File: src/rtl/vsharp_struct_assembler_fsm_if.sv
// Field-in / struct-out bus of the struct assembler, plus error and debug status.
// The master drives fields in and takes structs out; the slave is the assembler.
interface vsharp_struct_assembler_fsm_if #(
    parameter int FIELD_W    = 32,
    parameter int NUM_FIELDS = 3
);
    localparam int TAG_W    = (NUM_FIELDS > 1) ? $clog2(NUM_FIELDS) : 1;
    localparam int STRUCT_W = FIELD_W * NUM_FIELDS;

    logic [FIELD_W-1:0]  in_data;
    logic [TAG_W-1:0]    in_tag;
    logic                in_valid;
    logic                in_ready;
    logic [STRUCT_W-1:0] out_struct;
    logic                out_valid;
    logic                out_ready;
    logic                err;
    logic [TAG_W-1:0]    err_field;
    logic                err_clear;
    logic [7:0]          fsm_state;

    modport master (
        output in_data, in_tag, in_valid, out_ready, err_clear,
        input  in_ready, out_struct, out_valid, err, err_field, fsm_state
    );

    modport slave (
        input  in_data, in_tag, in_valid, out_ready, err_clear,
        output in_ready, out_struct, out_valid, err, err_field, fsm_state
    );
endinterface

File: src/rtl/vsharp_struct_assembler_fsm.sv
// Loads a struct one tagged field per transfer, checks each tag against the
// expected field index, then presents the whole struct on one wide output.
module vsharp_struct_assembler_fsm #(
    parameter int FIELD_W    = 32,
    parameter int NUM_FIELDS = 3
) (
    input logic clk,
    input logic reset,
    vsharp_struct_assembler_fsm_if.slave bus
);
    localparam int TAG_W    = (NUM_FIELDS > 1) ? $clog2(NUM_FIELDS) : 1;
    localparam int STRUCT_W = FIELD_W * NUM_FIELDS;
    localparam logic [TAG_W-1:0] LAST_IDX = TAG_W'(NUM_FIELDS - 1);

    typedef enum logic [7:0] {
        ST_INITIAL = 8'd0,
        ST_LOAD    = 8'd1,
        ST_EMIT    = 8'd2,
        ST_ERROR   = 8'd3
    } state_e;

    state_e              state_q, state_d;
    logic [TAG_W-1:0]    idx_q;
    logic [STRUCT_W-1:0] stage_q;
    logic [STRUCT_W-1:0] out_struct_q;
    logic                err_q;
    logic [TAG_W-1:0]    err_field_q;

    logic                in_ready_c;
    logic                out_valid_c;
    logic                in_fire;
    logic                out_fire;
    logic                tag_ok;
    logic                last_field;
    logic [STRUCT_W-1:0] stage_merged;

    // Handshake: a beat moves on a rising edge where valid and ready are both
    // high; ready depends only on state, never combinationally on valid.
    assign in_fire    = bus.in_valid && in_ready_c;
    assign out_fire   = out_valid_c && bus.out_ready;
    assign tag_ok     = (bus.in_tag == idx_q);
    assign last_field = (idx_q == LAST_IDX);

    // Staging contents as they will be once the current field is written.
    always_comb begin
        stage_merged = stage_q;
        for (int k = 0; k < NUM_FIELDS; k++) begin
            if (idx_q == TAG_W'(k)) begin
                stage_merged[k*FIELD_W +: FIELD_W] = bus.in_data;
            end
        end
    end

    always_ff @(posedge clk or posedge reset) begin
        if (reset) begin
            state_q <= ST_INITIAL;
        end else begin
            state_q <= state_d;
        end
    end

    always_comb begin
        state_d = state_q;
        case (state_q)
            ST_INITIAL: state_d = ST_LOAD;
            ST_LOAD: begin
                if (in_fire) begin
                    if (!tag_ok) begin
                        state_d = ST_ERROR;
                    end else if (last_field) begin
                        state_d = ST_EMIT;
                    end
                end
            end
            ST_EMIT: begin
                if (out_fire) begin
                    state_d = ST_LOAD;
                end
            end
            ST_ERROR: begin
                if (bus.err_clear) begin
                    state_d = ST_INITIAL;
                end
            end
            default: state_d = ST_INITIAL;
        endcase
    end

    always_comb begin
        in_ready_c  = 1'b0;
        out_valid_c = 1'b0;
        case (state_q)
            ST_LOAD: in_ready_c  = 1'b1;
            ST_EMIT: out_valid_c = 1'b1;
            default: begin
                in_ready_c  = 1'b0;
                out_valid_c = 1'b0;
            end
        endcase
    end

    // out_struct only updates on completion, so partial loads stay hidden.
    always_ff @(posedge clk or posedge reset) begin
        if (reset) begin
            idx_q        <= '0;
            stage_q      <= '0;
            out_struct_q <= '0;
            err_q        <= 1'b0;
            err_field_q  <= '0;
        end else begin
            case (state_q)
                ST_INITIAL: begin
                    idx_q   <= '0;
                    stage_q <= '0;
                end
                ST_LOAD: begin
                    if (in_fire) begin
                        if (tag_ok) begin
                            stage_q <= stage_merged;
                            if (last_field) begin
                                out_struct_q <= stage_merged;
                                idx_q        <= '0;
                            end else begin
                                idx_q <= idx_q + TAG_W'(1);
                            end
                        end else begin
                            err_q       <= 1'b1;
                            err_field_q <= idx_q;
                        end
                    end
                end
                ST_ERROR: begin
                    if (bus.err_clear) begin
                        err_q <= 1'b0;
                    end
                end
                default: begin
                    idx_q <= idx_q;
                end
            endcase
        end
    end

    assign bus.in_ready   = in_ready_c;
    assign bus.out_valid  = out_valid_c;
    assign bus.out_struct = out_struct_q;
    assign bus.err        = err_q;
    assign bus.err_field  = err_field_q;
    assign bus.fsm_state  = state_q;
endmodule

File: src/flat_wrapper.sv
// flat-port wrapper written by rule: the top's interface ports become plain ports
module vsharp_struct_assembler_fsm_flat 
#(
    parameter int FIELD_W    = 32,
    parameter int NUM_FIELDS = 3
)
  (clk, reset, bus_in_data, bus_in_tag, bus_in_valid, bus_out_ready, bus_err_clear, bus_in_ready, bus_out_struct, bus_out_valid, bus_err, bus_err_field, bus_fsm_state);
  vsharp_struct_assembler_fsm_if #(.FIELD_W(FIELD_W), .NUM_FIELDS(NUM_FIELDS)) bus_i ();
  input logic clk;
  input logic reset;
  input wire logic [$bits(bus_i.in_data)-1:0] bus_in_data;
  input wire logic [$bits(bus_i.in_tag)-1:0] bus_in_tag;
  input wire logic [$bits(bus_i.in_valid)-1:0] bus_in_valid;
  input wire logic [$bits(bus_i.out_ready)-1:0] bus_out_ready;
  input wire logic [$bits(bus_i.err_clear)-1:0] bus_err_clear;
  output wire logic [$bits(bus_i.in_ready)-1:0] bus_in_ready;
  output wire logic [$bits(bus_i.out_struct)-1:0] bus_out_struct;
  output wire logic [$bits(bus_i.out_valid)-1:0] bus_out_valid;
  output wire logic [$bits(bus_i.err)-1:0] bus_err;
  output wire logic [$bits(bus_i.err_field)-1:0] bus_err_field;
  output wire logic [$bits(bus_i.fsm_state)-1:0] bus_fsm_state;
  assign bus_i.in_data = bus_in_data;
  assign bus_i.in_tag = bus_in_tag;
  assign bus_i.in_valid = bus_in_valid;
  assign bus_i.out_ready = bus_out_ready;
  assign bus_i.err_clear = bus_err_clear;
  assign bus_in_ready = bus_i.in_ready;
  assign bus_out_struct = bus_i.out_struct;
  assign bus_out_valid = bus_i.out_valid;
  assign bus_err = bus_i.err;
  assign bus_err_field = bus_i.err_field;
  assign bus_fsm_state = bus_i.fsm_state;
  vsharp_struct_assembler_fsm #(.FIELD_W(FIELD_W), .NUM_FIELDS(NUM_FIELDS)) u_core (.clk(clk), .reset(reset), .bus(bus_i));
endmodule
File: config.mk
export PLATFORM = sky130hd
export DESIGN_NAME = vsharp_struct_assembler_fsm_flat
export DESIGN_NICKNAME = d
export VERILOG_FILES = /design/src/rtl/vsharp_struct_assembler_fsm_if.sv /design/src/rtl/vsharp_struct_assembler_fsm.sv /design/src/flat_wrapper.sv
export SDC_FILE = /design/constraint.sdc
export NUM_CORES = 1
export LEC_CHECK = 0
export CAP_MARGIN = 20
export CORE_ASPECT_RATIO = 2
export CORE_MARGIN = 1
export CORE_UTILIZATION = 49
export DETAILED_ROUTE_END_ITERATION = 12
export PLACE_DENSITY = 0.79
export SLEW_MARGIN = 15
export SYNTH_ARGS = -nofsm -noshare
export SYNTH_HDL_FRONTEND = slang
export SYNTH_SLANG_ARGS = --single-unit
File: constraint.sdc
create_clock -name clk -period 7.05 [get_ports clk]
set_clock_uncertainty 0.1 [all_clocks]
set_input_delay 0.705 -clock clk [delete_from_list [all_inputs] [get_ports clk]]
set_output_delay 0.705 -clock clk [all_outputs]
set_load 0.005 [all_outputs]
==> run metrics, run 1 <==
status finished, final reports clean; WL final 14900 um; hold path depth 1; Synth Cell Area 6550 um2; sequential fraction of the synthesis area 63.8%; CTS buffer count 17; DP HPWL 9430 um; Die Span X 83.7 um; final core occ 65.7%; Setup Total Neg Slack 0 ps; # resized after CTS 0; vias per cell 5.81; Gate Count Post-Synth 410; die area 13900 um2; Iter 0 DRT Violations 202; area fraction in and, or, nand and nor cells after synthesis 2.96%; crit path from bus_in_tag[1]; final setup fails 0; initial antenna violation count 0; largest net degree at the start of global routing 103; CTS sink count 167; Main synth FF type dfrtp_1; DR DRC count 0; CTS tree yes; Initial Util 50.4%; Fmax 0.365 GHz; antenna cells 0; overall power 0.00308 W; Worst-path clk slew 70 ps; global route total overflow 0; Startpoint Class input port; worst skew pair latency 410 ps; Avg Cell Area, Syn 16.0 um2; Multi-input gate area 2110 um2; Hold Crit Class reg -> reg; Arr. time, crit path 2940 ps; global placement routability congestion 0.776; largest family of logic cells by synthesized area multiplexers; register area 4180 um2; post-synthesis compound-gate area fraction 10.5%; worst reg2reg startpoint u_core.idx_q[0]; WL/cell 21.2 um; iteration count of the initial detailed-routing pass 4; Post-synth EDFFs 0; worst hold start u_core.stage_q[4]; post-CTS setup buffers 0; hold_ws 400 ps; Post-Synth Adder-Cell Area 0%; fraction of layout cells with a size suffix above 1 25.5%; first-pass GRT wire length 23500 um; chip height 165 um; Max H-tree Level 4; hold bufs inserted after CTS 0; CORE AREA 13000 um2; Setup Crit Path Kind in -> reg; vias in the first global route 4472; fin crit period 2740 ps; Max clock buf depth 2; peak supply drop 0.000247 V; worst-margin pin slew 988 ps; Max-Cap Viols 0; Yosys reg bits 167; multiplexer area fraction after synthesis 17.4%; R2R depth 3; final hold vios 0; via count 4092; pwr dens 361 nW/um2; Filler cells 947; most frequent cells in the layout dfrtp_1 (167), clkdlybuf4s50_1 (141), mux2_2 (82); Slew HR 34.1%; row count 59; xor/xnor share of the synthesized area 0.764%; commonest non-fill, non-tap cell in the layout dfrtp_1; worst path required time 7240 ps; Tcrit/Tclk final 38.9%; synth-to-layout area growth 30.3%; RSZ-0062 raised after global routing no; number of port buffers 141; synth unique cells 35; async set or reset register ratio after synthesis 100%; max-slew violation count 0; yosys warns 0; Critical Path End Type flop; GRT Overall Usage 22.4%; Layout Nets 578; clk root buf clkbuf_16; worst-path fanout max 38; leakage power 3.97 nW; I/O pin count 148; antenna viol nets, final 0
-- synthesized netlist by cell type (2+ instances only) --
library cell,count,area share [%]
buf_4,9,1.0
dfrtp_1,167,64
nor4_4,2,0.65
nor4_1,2,0.19
buf_6,9,1.5
mux2_1,6,1.0
inv_1,3,0.17
clkbuf_1,13,0.75
xnor2_2,2,0.50
mux2_4,10,2.3
buf_2,12,0.92
mux2_2,82,14
a32o_1,64,9.8
xor2_1,2,0.27
o21bai_1,2,0.23
nand3_1,2,0.15
nand2_1,4,0.23
a31oi_1,2,0.19
-- metal layers --
layer | part of all wire (%) | vias to the layer above | global-route usage [%]
met5 | 0 | - | 0
met4 | 3.2 | 0 | 10.6
met3 | 4.0 | 28 | 4.32
met2 | 55 | 156 | 40.5
met1 | 37 | 2105 | 25.5
li1 | - | 1803 | -
-- cell families (layout without fill, tap and decap cells) --
group                     count (synthesis)  count (layout)
xor gates and xnor gates                  4               4
other                                     1               6
AOI/OAI and AO/OA                        71              71
and+or+nand+nor                          23              23
buffers and inverters                    46             183
muxes                                    98              98
DFF                                     167             167
-- stage by stage --
step / setup slack [ps] / std cells / instance area [um2]
after floorplan: 1730 / 415 / 6570
after global placement: 3980 / 672 / 7960
after detailed placement: 3900 / 672 / 7960
after CTS: 4340 / 704 / 8530
after global routing: 4230 / 704 / 8530
final: 4310 / 704 / 8530
-- state kept, by name (all words and copies together), names as in the netlist --
register / cells
u_core.idx_q: 2
u_core.bus.fsm_state: 2
u_core.stage_q: 64
u_core.bus.err: 1
u_core.bus.err_field: 2
u_core.bus.out_struct: 96
-- area by class of cell --
class	instances	area share (%)
clock buffers	19	5.31
flip-flops and latches	167	49.0
multi-input cells	202	24.7
repair buffers	148	17.2
inverters	3	0.191
well taps	152	2.23
clock inverters	13	1.42
-- path summary, 6_finish.rpt --
check,slack [ps],endpoint
hold reg to reg,400,u_core.bus.out_struct[4]
setup / recovery,4310,u_core.bus.out_struct[34]
hold / removal,400,u_core.bus.out_struct[4]
setup reg to reg,4530,u_core.bus.out_struct[34]
max in group asynchronous,4760,u_core.stage_q[5]
min in group asynchronous,760,u_core.stage_q[50]
-- power breakdown --
group / internal [W] / leakage (nW) / total [W] / switching, W
clock: 0.000510 / 0.286 / 0.000888 / 0.000378
combinational: 0.000486 / 1.40 / 0.000792 / 0.000305
sequential: 0.00123 / 2.28 / 0.00140 / 0.000178
-- critical path: stages --
cell             delay, ps
clkdlybuf4s50_1        500
xnor2_2                310
and4_2                 950
mux2_2                 420
No activity file was read; power rests on OpenSTA's default activity.
==> inputs of run 2 (changes only) <==
Clock period 7.05 ns to 2.7 ns, I/O delays scaled along.
==> run 2 against run 1 <==
Compared with the run above: final area up 1.0%; worst setup slack worse by 3700 ps; via count up 2.1%; sequential share of layout area down 0.48 points; register-to-register slack worse by 4000 ps; core utilization up 0.65 points; critical path depth unchanged; first-iteration DRC count up 26%; die area unchanged; flip-flop and latch count unchanged; sequential power rose to 2.6 times the previous value; critical endpoint is now u_core.idx_q[0].
==> run metrics, run 2 (synthesis gave the netlist of run 1 again) <==
Max clock buf depth 2; CORE AREA 13000 um2; worst skew pair latency 410 ps; Hold Crit Class in -> async; Slew HR 47.1%; chip height 165 um; internal power 0.00578 W; via count 4176; max reg flops 96; final setup fails 0; hold bufs inserted after CTS 0; peak supply drop 0.000653 V; Fmax 0.470 GHz; GRT Overall Usage 22.9%; I/O pin count 148; DP HPWL 9840 um; row count 59; Max-Cap Viols 0; most frequent cells in the layout dfrtp_1 (167), clkdlybuf4s50_1 (141), mux2_2 (82); die area 13900 um2; fraction of layout cells with a size suffix above 1 25.9%; worst-path fanout max 39; Die Span X 83.7 um; CTS sink count 167; final core occ 66.3%; synth-to-layout area growth 31.6%; status finished, final reports clean; Iter 0 DRT Violations 255; Initial Util 50.4%; Max H-tree Level 4; WL final 15200 um; WL/cell 21.5 um; antenna viol nets, final 0; Arr. time, crit path 2360 ps; vias per cell 5.90; global placement routability congestion 0.755; worst-margin pin slew 794 ps; Worst-path clk slew 70 ps; largest net degree at the start of global routing 60; max-slew violation count 0; number of port buffers 141; fin crit period 2130 ps; CTS buffer count 17; post-CTS setup buffers 0; sw frac 28.4%; iteration count of the initial detailed-routing pass 5; DR DRC count 0; Critical Path End Type flop; commonest non-fill, non-tap cell in the layout dfrtp_1; vias in the first global route 4427; initial antenna violation count 0; Setup Total Neg Slack 0 ps; Tcrit/Tclk final 78.9%; global route total overflow 0; worst path required time 2930 ps; pwr dens 937 nW/um2; Setup Crit Path Kind reg -> reg; # resized after CTS 0; Reg power frac 45.4%; final hold vios 0; first-pass GRT wire length 24200 um; Comb pwr share 25.9%; leakage power 3.99 nW; Layout Nets 582; CTS tree yes; clock share of power 28.7%; RSZ-0062 raised after global routing no; clk root buf clkbuf_16; Net Sw Power 0.00229 W; Startpoint Class flop
## run 2: cell count changes in the layout (fill, tap and decap cells not counted)
cell	before	now
buf_12	0	5
clkinvlp_4	1	5
clkinv_2	4	1
clkbuf_8	2	0
clkinv_4	3	1
buf_4	7	6
diode_2	0	1
inv_6	4	5
inv_8	1	2
## run 2: stage by stage
step | power, W | cell area, um2 | cells | worst slack (ps) | hold slack [ps]
floorplan | 0.00472 | 6570 | 415 | 203 | 303
global placement | 0.00567 | 8050 | 676 | 510 | 372
detailed placement | 0.00580 | 8050 | 676 | 426 | 378
CTS | 0.00814 | 8610 | 707 | 599 | 131
global route | 0.00845 | 8610 | 707 | 460 | 147
finish | 0.00807 | 8620 | 708 | 571 | 132
## run 2: per-layer routing
layer	global-route usage [%]	vias to the layer above	part of all wire, %
li1	-	1805	-
met1	26.2	2210	37
met2	41.2	137	56
met3	4.52	24	4.0
met4	10.2	0	2.9
met5	0	-	0
## run 2: worst paths after layout
check / from / end / slack [ps] / cells after the start
min in group clk: bus_out_ready / u_core.bus.fsm_state[0] / 380 / 3
hold / removal: reset / u_core.bus.out_struct[3] / 130 / 2
setup / recovery: u_core.bus.fsm_state[1] / u_core.idx_q[0] / 570 / 4
hold reg to reg: u_core.bus.out_struct[94] / u_core.bus.out_struct[94] / 390 / 1
setup reg to reg: u_core.bus.fsm_state[1] / u_core.idx_q[0] / 570 / 4
max in group asynchronous: reset / u_core.bus.out_struct[85] / 1730 / 3
## run 2: final cells by class
type | instances | area [um2]
sequential | 167 | 4180
clock buffer | 17 | 425
multi-input combinational | 202 | 2110
clock inverter | 14 | 140
tap | 152 | 190
antenna | 1 | 2.50
timing repair buffer | 152 | 1560
inverter | 3 | 15.0
fill | 912 | 4380
## run 2: critical path, stage by stage, from the launching register on
cell	delay (ps)
dfrtp_1	550
or2_2	710
buf_4	440
nand2_1	90
o21bai_1	130
## run 2: power groups by stage
stage	Sequential, W	Clock (W)	Combinational, W
finish	0.00366	0.00232	0.00209
global route	0.00374	0.00246	0.00224
CTS	0.00366	0.00236	0.00212
detailed placement	0.00370	0	0.00211
global placement	0.00364	0	0.00203
floorplan	0.00356	0	0.00116
